File: config.mk
export PLATFORM = sky130hd
export DESIGN_NAME = store_write_buffer
export DESIGN_NICKNAME = d
export VERILOG_FILES = /design/src/rtl/store_write_buffer.sv
export SDC_FILE = /design/constraint.sdc
export NUM_CORES = 1
export LEC_CHECK = 0
export ABC_CLOCK_PERIOD_IN_PS = 4860
export CAP_MARGIN = 40
export CELL_PAD_IN_SITES_DETAIL_PLACEMENT = 0
export CELL_PAD_IN_SITES_GLOBAL_PLACEMENT = 1
export CORE_MARGIN = 4
export CORE_UTILIZATION = 51
export CTS_CLUSTER_SIZE = 8
export DETAILED_ROUTE_END_ITERATION = 8
export DONT_BUFFER_PORTS = 1
export PLACE_DENSITY_LB_ADDON = 0.1
export SYNTH_ARGS = -nofsm -noshare
export SYNTH_HDL_FRONTEND = slang
export SYNTH_SLANG_ARGS = --single-unit
File: constraint.sdc
create_clock -name clk -period 4.86 [get_ports clk]
set_clock_uncertainty 0.1 [all_clocks]
set_input_delay 0.972 -clock clk [delete_from_list [all_inputs] [get_ports clk]]
set_output_delay 0.972 -clock clk [all_outputs]
set_load 0.02 [all_outputs]
File: src/rtl/store_write_buffer.sv
// Store write buffer: aligns MEM-stage stores into byte lanes and queues
// them in a small FIFO that drains into the data RAM on ack.
module store_write_buffer #(
    parameter int DEPTH = 2
) (
    input  logic        clk,
    input  logic        rst,
    input  logic        store_valid,
    output logic        store_ready,
    input  logic [31:0] store_addr,
    input  logic [31:0] store_data,
    input  logic [3:0]  mem_sel,
    output logic        ram_write_en,
    output logic [31:0] ram_addr,
    output logic [3:0]  ram_write_sel,
    output logic [31:0] ram_write_data,
    input  logic        ram_write_ack,
    output logic        misalign_err,
    input  logic [31:0] load_check_addr,
    output logic        load_conflict,
    output logic        empty
);

    localparam int AW = $clog2(DEPTH);

    logic [31:0]   r_addr [DEPTH];
    logic [3:0]    r_sel  [DEPTH];
    logic [31:0]   r_data [DEPTH];
    logic [AW-1:0] r_wptr;
    logic [AW-1:0] r_rptr;
    logic [AW:0]   r_count;
    logic          r_mis;

    logic          w_ok;
    logic [3:0]    w_sel;
    logic [31:0]   w_data;
    logic [31:0]   w_waddr;
    logic [31:0]   w_lca;
    logic          w_empty;
    logic          w_full;
    logic          w_acc;
    logic          w_push;
    logic          w_pop;
    logic          w_lc;
    logic [AW-1:0] w_off;

    always_comb begin
        w_ok   = 1'b0;
        w_sel  = 4'b0000;
        w_data = 32'h0;
        case (mem_sel)
            4'b0001: begin
                w_ok   = 1'b1;
                w_sel  = 4'b0001 << store_addr[1:0];
                w_data = {4{store_data[7:0]}};
            end
            4'b0011: begin
                w_ok   = !store_addr[0];
                w_sel  = store_addr[1] ? 4'b1100 : 4'b0011;
                w_data = {2{store_data[15:0]}};
            end
            4'b1111: begin
                w_ok   = (store_addr[1:0] == 2'b00);
                w_sel  = 4'b1111;
                w_data = store_data;
            end
            default: ;
        endcase
    end

    assign w_waddr = {store_addr[31:2], 2'b00};
    assign w_lca   = load_check_addr & 32'hFFFF_FFFC;
    assign w_empty = (r_count == '0);
    assign w_full  = (r_count == (AW+1)'(DEPTH));
    assign w_acc   = store_valid && !w_full;
    assign w_push  = w_acc && w_ok;
    assign w_pop   = !w_empty && ram_write_ack;

    always_ff @(posedge clk or negedge rst) begin
        if (!rst) begin
            r_wptr  <= '0;
            r_rptr  <= '0;
            r_count <= '0;
            r_mis   <= 1'b0;
        end else begin
            r_mis <= w_acc && !w_ok;
            if (w_push) r_wptr <= r_wptr + AW'(1);
            if (w_pop)  r_rptr <= r_rptr + AW'(1);
            case ({w_push, w_pop})
                2'b10:   r_count <= r_count + 1'b1;
                2'b01:   r_count <= r_count - 1'b1;
                default: ;
            endcase
        end
    end

    // Entry payload is not reset; validity comes only from pointers/count.
    always_ff @(posedge clk) begin
        if (w_push) begin
            r_addr[r_wptr] <= w_waddr;
            r_sel[r_wptr]  <= w_sel;
            r_data[r_wptr] <= w_data;
        end
    end

    always_comb begin
        w_lc  = 1'b0;
        w_off = '0;
        for (int i = 0; i < DEPTH; i++) begin
            w_off = AW'(i) - r_rptr;
            if (({1'b0, w_off} < r_count) && (r_addr[i] == w_lca))
                w_lc = 1'b1;
        end
    end

    assign store_ready    = !w_full;
    assign empty          = w_empty;
    assign ram_write_en   = !w_empty;
    assign ram_addr       = w_empty ? 32'h0 : r_addr[r_rptr];
    assign ram_write_sel  = w_empty ? 4'h0  : r_sel[r_rptr];
    assign ram_write_data = w_empty ? 32'h0 : r_data[r_rptr];
    assign misalign_err   = r_mis;
    assign load_conflict  = w_lc;

endmodule

==> results.md <==
- The run finished with clean final reports.
- The average instance in the mapped netlist occupies 13.8 um^2.
- The CTS tree is yes.
- Row generation in the floorplan step produced 40 rows.
- The number of primary I/O pins is 177.
- The tree is rooted in a sky130_fd_sc_hd__clkbuf_16.
- The design draws 3.87 mW.
- In this run the power density over the cells is 540 mW/mm^2.
- After clock tree synthesis, the repair step resized 0 gates.
- The portion of the clock cycle consumed by the worst path in the final layout is between 70% and 80%.
- The via count is 3598.
- At the later pin of the worst-skew pair, clock insertion delay measures 0.40 ns.
- The final antenna-violating net count is 0.
- The critical register-to-register path startpoint is r_count[0]$_DFFE_PN0P_.
- The count of synthesis-stage warnings from yosys is 0.
- The DRC violation count after routing is 0.
- With fillers left out, the area of the finished cells amounts to roughly 0.007 mm^2.
- The largest net degree at the start of global routing is 67.
- The count of distinct cell types in the synthesized netlist is 30.
- The clock passes through at most 2 buffers.
- The setup path with the least slack is of type flip-flop to output pin.
- The number of diodes is 0.
- The number of global-route vias before repair was 3830.
- Detailed placement finished with a half-perimeter wire length of 10.0 mm.
- The number of antenna violations at the first check in global routing is 0.
- The transition at the pin with the smallest max-transition slack is ~0.81 ns.
- The number of nets at the end of the flow is 569.
- The average wire per standard cell is roughly 22 um.
- The first-iteration detailed-routing DRC count is 204.
- The height of the die is 120 um.
- STA classifies the critical path startpoint as a flip-flop.
- The first global-routing pass estimated 21.2 mm of wire.
- The endpoint arrival time on the critical path is 2.57 ns.
- The post-CTS setup buffer count is 0.
- Wires add up to 14.1 mm.
- The routability congestion estimate from global placement is 0.781.
- The combined area of all synthesized cells is 0.00635 mm^2.
- The delay contributed by the slowest stage of the critical path is approximately 0.96 ns.
- Summed over all layers, the global routing overflow is 0.
- The H-tree generated during clock tree synthesis spans 4 levels.
- Along the worst path, the maximum fanout reaches 45.
- OpenSTA, run right after detailed placement, puts the worst setup slack at 1.36 ns.
- The relative max-transition margin is 46.0%.
- The hold buffer count at CTS is 0.
- In the post-synthesis netlist, the biggest area contributors are sky130_fd_sc_hd__edfxtp_1, sky130_fd_sc_hd__mux2i_1, sky130_fd_sc_hd__xor2_1.
- The horizontal extent of the die is 120 um.
- The post-synthesis cell count is 460.
- The synthesis-stage register bit count is about 140.
- STA classifies the critical path endpoint as an output pin.
- The fraction of the yosys area taken by sequential cells is 64.3%.
- The clock-pin slew of the registers on the worst-case setup and hold paths is about 0.060 ns.
- The instance area after placement is 0.00654 mm^2.
- Setup repair after global routing left no endpoint under its margin.
- The placeable core region is 0.0121 mm^2.
- The number of pins exceeding their max-slew limit in the final report is 0.
- The post-route netlist has 9.22% of its cells at a drive strength greater than 1.
- The smallest clock period supported by the final layout is computed as 3.64 ns.
- The total track usage is 20.0%.
- The die covers 0.0143 mm^2.
- The worst voltage drop across the vdd grid is 0.231 mV.
- The area added between synthesis and finish is 12.8%.
- For flop-to-flop paths, the worst setup slack is 2.30 ns.
- The post-detailed-route via-to-cell ratio is roughly 5.6.
- TritonCTS created 17 clock buffers.
- The critical path contains buffers and inverters numbering 0 combined.
- Walking the worst path, the cells encountered are a21oi_1, nor4_1, nand3_1, o22ai_1.
- The largest area contributor in the synthesized netlist is sky130_fd_sc_hd__edfxtp_1.
- The area share of the leading cell type in the synthesized netlist is 62.4%.
- The maximum clock frequency is between 0.2 and 0.3 GHz.
- The number of endpoints with negative hold slack in the final report came to 0.
- The initial core utilization is 52.5%.
- The number of setup violations in the final report is 0.
- For the worst setup path, the data required time is 3.79 ns.
- Setup slack on the critical path of the routed design comes to 1.22 ns.
- The analysis attributes to cell leakage a power of 2.61 nW.
- The cell class contributing the biggest share of worst-path delay is flip-flops.
- The slowest stage of the critical path is the sky130_fd_sc_hd__dfrtp_4 cell.
- Clock tree synthesis found a total of 137 sinks.
- The tightest min-delay check is of the input pin to asynchronous set/reset pin type.
- The number of max-cap violations is 0.
- For this run, the detailed router's first-pass iteration total came to 5.
- The worst reg2reg path endpoint is r_data[1][29]$_DFFE_PP_.
- The count of cells along the worst register-to-register path is 4.
- The number of port buffers is 0.
## layout by cell type (no fill, tap or decap)
cell type / n
sky130_fd_sc_hd__xor2_1: 38
sky130_fd_sc_hd__conb_1: 2
sky130_fd_sc_hd__inv_1: 1
sky130_fd_sc_hd__ha_1: 1
sky130_fd_sc_hd__and2_1: 10
sky130_fd_sc_hd__o21ai_0: 12
sky130_fd_sc_hd__xnor2_1: 27
sky130_fd_sc_hd__bufinv_16: 4
sky130_fd_sc_hd__clkinv_4: 4
sky130_fd_sc_hd__nor4_1: 11
sky130_fd_sc_hd__buf_4: 3
sky130_fd_sc_hd__mux2i_1: 74
sky130_fd_sc_hd__nor2_1: 70
sky130_fd_sc_hd__nand2_1: 16
sky130_fd_sc_hd__o22ai_1: 1
sky130_fd_sc_hd__inv_2: 1
sky130_fd_sc_hd__dfrtp_1: 4
sky130_fd_sc_hd__a22o_1: 16
sky130_fd_sc_hd__dfrtp_4: 1
sky130_fd_sc_hd__o21ai_1: 1
sky130_fd_sc_hd__o31ai_1: 2
sky130_fd_sc_hd__nor2_4: 2
sky130_fd_sc_hd__buf_12: 2
sky130_fd_sc_hd__nand4_1: 7
sky130_fd_sc_hd__edfxtp_1: 132
sky130_fd_sc_hd__inv_6: 1
sky130_fd_sc_hd__nand4_2: 1
sky130_fd_sc_hd__a21oi_1: 2
sky130_fd_sc_hd__nand2b_1: 1
sky130_fd_sc_hd__nor2b_1: 2
sky130_fd_sc_hd__clkbuf_16: 17
sky130_fd_sc_hd__nand3_1: 2
sky130_fd_sc_hd__and4_1: 1
sky130_fd_sc_hd__clkinv_2: 3
sky130_fd_sc_hd__clkinvlp_4: 3
sky130_fd_sc_hd__buf_16: 1
sky130_fd_sc_hd__or2_2: 1
## state kept, by name, summed over array words and instances, names as in the netlist
signal,flops
r_wptr,1
r_count,2
r_sel,8
r_rptr,1
r_addr,60
r_data,64
misalign_err,1
## synth_stat cells
cell type	number
sky130_fd_sc_hd__a21oi_1	2
sky130_fd_sc_hd__o22ai_1	1
sky130_fd_sc_hd__nand2_1	16
sky130_fd_sc_hd__buf_2	10
sky130_fd_sc_hd__nand4_1	7
sky130_fd_sc_hd__or2_2	1
sky130_fd_sc_hd__clkbuf_2	1
sky130_fd_sc_hd__nor2b_1	2
sky130_fd_sc_hd__clkbuf_1	1
sky130_fd_sc_hd__xor2_1	38
sky130_fd_sc_hd__inv_1	2
sky130_fd_sc_hd__o21ai_1	1
sky130_fd_sc_hd__conb_1	1
sky130_fd_sc_hd__nand4_2	1
sky130_fd_sc_hd__and2_1	10
sky130_fd_sc_hd__o21ai_0	12
sky130_fd_sc_hd__nor4_1	11
sky130_fd_sc_hd__dfrtp_1	5
sky130_fd_sc_hd__buf_4	9
sky130_fd_sc_hd__edfxtp_1	132
sky130_fd_sc_hd__and4_1	1
sky130_fd_sc_hd__nand2b_1	1
sky130_fd_sc_hd__a22o_1	16
sky130_fd_sc_hd__clkbuf_4	1
sky130_fd_sc_hd__nor2_1	72
sky130_fd_sc_hd__mux2i_1	74
sky130_fd_sc_hd__o31ai_1	2
sky130_fd_sc_hd__xnor2_1	27
sky130_fd_sc_hd__ha_1	1
sky130_fd_sc_hd__nand3_1	2
## worst register-to-register path: cells and delay by family (launching register included)
family        cells  cell delay (ns)
simple gates      3             1.34
flops             1             0.45
buf+inv           1             0.33
## how the worst max path moves through the flow
stage,endpoint,from,cells after the start,slack (ns)
floorplan,r_addr[0][0]$_DFFE_PP_,mem_sel[3],5,-0.12
global placement,r_data[1][25]$_DFFE_PP_,mem_sel[3],6,1.39
detailed placement,r_data[1][25]$_DFFE_PP_,mem_sel[3],6,1.36
CTS,load_conflict,r_rptr$_DFFE_PN0P_,4,1.14
global route,load_conflict,r_rptr$_DFFE_PN0P_,4,1.06
finish,load_conflict,r_rptr$_DFFE_PN0P_,4,1.22
## power by group
part | internal (mW) | switching [mW]
combinational | 0.313 | 0.747
sequential | 1.34 | 0.130
clock | 0.859 | 0.477
total | 2.52 | 1.35
## logic make-up after synthesis
| group | Yosys count | share of synthesized area (%) |
|---|---|---|
| other | 1 | 0.0590 |
| adder cells (fa/ha/maj) | 1 | 0.197 |
| AO/OA/AOI/OAI | 34 | 3.72 |
| AND/OR/NAND/NOR | 124 | 8.84 |
| buffers and inverters | 24 | 2.22 |
| XOR/XNOR | 65 | 8.96 |
| flip-flops | 137 | 64.3 |
| multiplexers | 74 | 11.7 |
## cell type report
class | instances | area (um^2)
clock inverters | 15 | 201
multi-input cells | 300 | 2140
inverters | 2 | 7.51
repair buffers | 6 | 90.1
flip-flops and latches | 137 | 4090
well taps | 168 | 210
clock buffers | 17 | 425
fillers | 985 | 4940
## layer usage
metal  track usage, %  vias up  wire length (um)
met1             21.0     1739              5040
met5                0        -                 0
met4             7.02        0               237
met3             9.52       18              1490
li1                 -     1690                 -
met2             35.0      151              7360
## per-stage QoR
stage / TNS [ns] / utilization [%] / hold slack (ns) / std cells
CTS: 0 / 59.2 / 0.136 / 645
global placement: 0 / 53.8 / 0.422 / 612
detailed placement: 0 / 54.0 / 0.433 / 613
finish: 0 / 59.2 / 0.160 / 645
global route: 0 / 59.2 / 0.132 / 645
floorplan: -16.03 / - / 0.368 / 461
(Power assumes the default switching activity.)
